### config.mk
export PLATFORM = sky130hd
export DESIGN_NAME = counter_bank
export DESIGN_NICKNAME = d
export VERILOG_FILES = /design/src/rtl/counter_bank.sv
export SDC_FILE = /design/constraint.sdc
export NUM_CORES = 1
export LEC_CHECK = 0
export CORE_MARGIN = 10
export CORE_UTILIZATION = 52
export CTS_CLUSTER_DIAMETER = 80
export DETAILED_ROUTE_END_ITERATION = 12
export PLACE_DENSITY = 0.83
export SLEW_MARGIN = 0
export SYNTH_ARGS = -nofsm -noshare
export SYNTH_HDL_FRONTEND = slang
export SYNTH_SLANG_ARGS = --single-unit
### constraint.sdc
create_clock -name clk -period 6.5 [get_ports clk]
set_input_delay 1.3 -clock clk [delete_from_list [all_inputs] [get_ports clk]]
set_output_delay 1.3 -clock clk [all_outputs]
set_load 0.01 [all_outputs]
### src/rtl/counter_bank.sv
// counter_bank: CHANNELS independent WIDTH-bit counters (free-run / auto-reload / one-shot) with tc pulse and sticky flag.
// Latency: every output is registered (one cycle); no backpressure, all inputs are sampled every cycle.
module counter_bank #(
  parameter int unsigned WIDTH    = 32,
  parameter int unsigned CHANNELS = 4,
  parameter int unsigned STEP     = 1
) (
  input  logic                        clk,
  input  logic                        rst,
  input  logic [CHANNELS-1:0]         en_i,
  input  logic [CHANNELS-1:0]         dir_i,
  input  logic [2*CHANNELS-1:0]       mode_i,
  input  logic [CHANNELS-1:0]         set_i,
  input  logic [WIDTH*CHANNELS-1:0]   setValue_i,
  input  logic [WIDTH*CHANNELS-1:0]   limit_i,
  input  logic [CHANNELS-1:0]         clearFlag_i,
  output logic [WIDTH*CHANNELS-1:0]   count_o,
  output logic [CHANNELS-1:0]         tc_o,
  output logic [CHANNELS-1:0]         flag_o,
  output logic [CHANNELS-1:0]         running_o
);

  localparam logic [1:0]   MODE_RELOAD  = 2'b01;
  localparam logic [1:0]   MODE_ONESHOT = 2'b10;
  localparam logic [WIDTH:0] STEP_X     = (WIDTH+1)'(STEP);

  for (genvar n = 0; n < CHANNELS; n++) begin : g_ch
    logic [WIDTH-1:0] count_q, count_d;
    logic             done_q, done_d;
    logic             tc_q, tc_d;
    logic             flag_q, flag_d;

    logic [1:0]       mode;
    logic [WIDTH-1:0] limit;
    logic [WIDTH-1:0] set_value;
    logic             one_shot, reload;
    logic [WIDTH:0]   up_sum;
    logic [WIDTH-1:0] down_diff;
    logic             up_term, down_term;
    logic             advance, term;

    assign mode      = mode_i[2*n +: 2];
    assign limit     = limit_i[WIDTH*n +: WIDTH];
    assign set_value = setValue_i[WIDTH*n +: WIDTH];
    assign one_shot  = (mode == MODE_ONESHOT);
    assign reload    = (mode == MODE_RELOAD);

    // Terminal tests use one extra bit so the carry/borrow is explicit.
    assign up_sum    = {1'b0, count_q} + STEP_X;
    assign down_diff = count_q - STEP_X[WIDTH-1:0];
    assign down_term = ({1'b0, count_q} < STEP_X);
    assign up_term   = (one_shot || reload) ? (up_sum > {1'b0, limit}) : up_sum[WIDTH];

    assign advance = en_i[n] && !set_i[n] && !(one_shot && done_q);
    assign term    = advance && (dir_i[n] ? down_term : up_term);

    always_comb begin
      count_d = count_q;
      done_d  = done_q && one_shot;
      if (set_i[n]) begin
        count_d = set_value;
        done_d  = 1'b0;
      end else if (advance) begin
        if (!term) begin
          count_d = dir_i[n] ? down_diff : up_sum[WIDTH-1:0];
        end else if (reload) begin
          count_d = dir_i[n] ? limit : '0;
        end else if (one_shot) begin
          done_d = 1'b1;
        end else begin
          count_d = dir_i[n] ? down_diff : up_sum[WIDTH-1:0];
        end
      end
      tc_d   = term;
      flag_d = term || (flag_q && !clearFlag_i[n]);
    end

    always_ff @(posedge clk or posedge rst) begin
      if (rst) begin
        count_q <= '0;
        done_q  <= 1'b0;
        tc_q    <= 1'b0;
        flag_q  <= 1'b0;
      end else begin
        count_q <= count_d;
        done_q  <= done_d;
        tc_q    <= tc_d;
        flag_q  <= flag_d;
      end
    end

    assign count_o[WIDTH*n +: WIDTH] = count_q;
    assign tc_o[n]                   = tc_q;
    assign flag_o[n]                 = flag_q;
    assign running_o[n]              = ~done_q;
  end

endmodule

==> impl_metrics.json <==
{
  "antenna_found_initial": 7,
  "postCtsSetupBuffers": 0,
  "synth-async-reset-ratio_pct": 100,
  "hold_start": "g_ch[3].flag_q",
  "hold_viol": 0,
  "cp-start-kind": "flip-flop",
  "place_congestion": 0.987,
  "skew_ps": 12.3,
  "cp-startpoint": "g_ch[0].count_q[0]",
  "synthXorXnorAreaFrac_pct": 9.95,
  "worstPathMaxFanout": 12,
  "setup_viol": 0,
  "first_pass_iters": 8,
  "synth_area_um2": 17300,
  "synth_top_family_by_area": "compound AO/OA/AOI/OAI gates",
  "maxCapViolations": 0,
  "peakVddDrop_uv": 211,
  "synth-simple-area-share_pct": 24.5,
  "area_growth_pct": 28.1,
  "die_area_um2": 40900,
  "cp_data_arrival_time_ps": 6200,
  "muxShareOfSynthArea_pct": 0.660,
  "routed_wl_mm": 68.6,
  "grt_first_pass_wirelength_mm": 106,
  "critPathKind": "flip-flop to flip-flop",
  "grt_overflow": 0,
  "hpwl_mm": 52.6,
  "grt_max_degree": 89,
  "sequentialPowerShare_pct": 32.2,
  "p_int_mw": 2.50,
  "cts-resized-gates": 0,
  "slew_violations": 0,
  "rsz0062_at_grt": "no",
  "min_period_ps": 5820,
  "synth_edf_count": 0,
  "critPathCapture": "g_ch[0].count_q[2]",
  "chipWidth_um": 202,
  "remaining_drc_errors": 0,
  "start_util_pct": 52.9,
  "synthAdderAreaFrac_pct": 10.7,
  "cts_buffer_depth": 2,
  "ys_seq_area_share_pct": 20.3,
  "regToRegStartpoint": "g_ch[0].count_q[0]",
  "leakagePower_nw": 9.16,
  "grt_pass1_vias": 18800,
  "coreArea_um2": 32600,
  "clockRootBuffer": "clkbuf_16",
  "nets": 3081,
  "grt.total_usage_pct": 31.9,
  "viasPerCell": 6.35,
  "relSlewSlack_pct": 19.7,
  "tns_ps": 0,
  "holdBufCountCts": 0,
  "p_per_area_nw_per_um2": 187,
  "cts_tree": "done",
  "num_io_pins": 422,
  "r2r-end": "g_ch[0].count_q[2]",
  "cts_made_buffers": 17,
  "drive_above_1_share_pct": 4.24,
  "final_core_util_pct": 67.8,
  "tightest_slew_ps": 1190,
  "rr_worst_depth": 19,
  "power_frac_clock_pct": 26.9,
  "portBuffers": 421,
  "hp-class": "flip-flop to flip-flop",
  "power.switching_mw": 1.63,
  "wl_per_cell_um": 22.0,
  "synth_top_flop_cell": "dfrtp_1",
  "synth_area_per_cell_um2": 7.29,
  "clkLatencyLatePin_ps": 460,
  "comb_power_share_pct": 40.9,
  "cts_sinks": 140,
  "ys_types": 87,
  "clkTransAtPathRegs_ps": 70,
  "synth_compound_area_share_pct": 24.6,
  "fmax_mhz": 172,
  "syn-num-nets": 2797,
  "ys_ff_latch": 140,
  "rrSetupSlack_ps": 680,
  "yosysWarnings": 0,
  "cts_max_level": 4,
  "ant_nets": 0,
  "syn-instance-count": 2367,
  "vias": 19700,
  "outcome": "complete, no violations",
  "period_share_pct": 89.6,
  "dieHeight_um": 202,
  "crit_required_ps": 6870,
  "switching_share_pct": 39.4,
  "end_kind": "flip-flop",
  "dr.first_iter.drc_count": 2192,
  "std_cell_rows": 66
}
## logic make-up after synthesis
family                     count (synthesis)
and+or+nand+nor                          843
AOI/OAI and AO/OA                        633
buffers and inverters                    396
xor gates and xnor gates                 196
adders and majority gates                148
DFF                                      140
muxes                                     11
## cell type report
cell class | count | area [µm²]
clock inverter | 10 | 163
tap | 442 | 553
multi-input combinational | 1831 | 12200
fill | 2763 | 10500
sequential | 140 | 3500
timing repair buffer | 455 | 4470
antenna | 5 | 12.5
inverter | 206 | 778
clock buffer | 21 | 470
## synthesized netlist by cell type, types with 10 or more instances
master    number  area (µm²)
nand2_1      220         826
inv_1        205         769
nor2_1       172         646
a21oi_1      148         741
ha_1         148        1850
dfrtp_1      140        3500
clkbuf_1     138         518
xnor2_1      128        1120
o21ai_0      126         631
nor3_1        97         485
nand3_1       90         450
nand4_1       70         438
xor2_1        68         596
a221oi_1      45         394
nor4_1        45         282
a21o_1        38         285
o22ai_1       35         219
o31ai_1       34         255
buf_2         29         145
a22oi_1       25         188
a31oi_1       25         156
and3_1        24         150
or3_1         22         138
a21boi_0      15         113
or4_1         15         113
and4_1        14         123
and2_1        13        81.3
nor2b_1       13        81.3
a211oi_1      12        90.1
buf_4         11        82.6
o211ai_1      11        82.6
or2_2         11        68.8
a222oi_1      10         100
## worst max-delay path: stages, from the launching register on
cell and delay [ps]:
dfrtp_1 530, ha_1 280, and3_1 190, and3_1 310, nand3_1 230, or4b_2 730, nor2_1 260, nand4_1 150
xnor2_1 240, ha_1 300, a21o_1 170, a211oi_1 250, o221ai_1 180, a21bo_2 230, a211oi_2 460, nor2_1 140
nor2_1 480, buf_4 310, a222oi_1 110, o22ai_1 180
## metal layers
layer | GRT usage, % | wire, µm
met1 | 40.2 | 27500
met2 | 51.6 | 31600
met3 | 6.97 | 6610
met4 | 14.0 | 2780
met5 | 0 | 23
## worst min path at each step
stage	end	slack, ps	cells after the start
5_1_grt	g_ch[2].flag_q	500	1
4_1_cts	g_ch[3].flag_q	480	1
3_5_place_dp	g_ch[3].flag_q	470	1
6_report	g_ch[3].flag_q	480	1
3_3_place_gp	g_ch[3].flag_q	460	1
2_1_floorplan	g_ch[1].flag_q	450	1
## power groups by stage
stage	combinational [mW]	clock, mW	sequential, mW
finish	1.69	1.11	1.33
global placement	1.63	0	1.33
global route	1.85	1.15	1.36
CTS	1.68	1.11	1.32
floorplan	1.08	0	1.17
detailed placement	1.66	0	1.33
## sequential cells by signal, summed over array words and instances, names as in the netlist
name,cells
g_ch.flag_q,4
g_ch.done_q,4
g_ch.tc_q,4
g_ch.count_q,128
## per-stage QoR
step | setup WS, ps | hold slack [ps] | cells | power (mW) | cell area [µm²]
after floorplan | 1450 | 451 | 2367 | 2.24 | 17300
after global placement | 965 | 459 | 3074 | 2.96 | 21500
after detailed placement | 797 | 466 | 3074 | 2.99 | 21500
after CTS | 747 | 481 | 3105 | 4.11 | 22100
after global routing | 269 | 503 | 3109 | 4.35 | 22100
final | 675 | 482 | 3110 | 4.13 | 22100
## layout by cell type (no fill, tap or decap), drive strengths merged, types with 9 or more instances in the layout
cell / count
and4: 14
o21ai: 134
o211ai: 11
a22oi: 25
buf: 36
a221oi: 47
dfrtp: 140
nor2: 172
nor2b: 13
or2: 12
o32ai: 9
nor3: 101
xnor2: 128
a21o: 38
a31oi: 26
or3: 23
clkbuf: 21
ha: 148
nor4: 46
nand3: 91
nand2: 220
or4: 19
a21oi: 148
a211oi: 13
inv: 206
and2: 13
xor2: 68
clkdlybuf4s50: 419
nand4: 70
a22o: 9
o31ai: 36
and3: 24
a222oi: 10
a2bb2oi: 9
o22ai: 35
a21boi: 16
nand2b: 9
(Power assumes the default switching activity.)
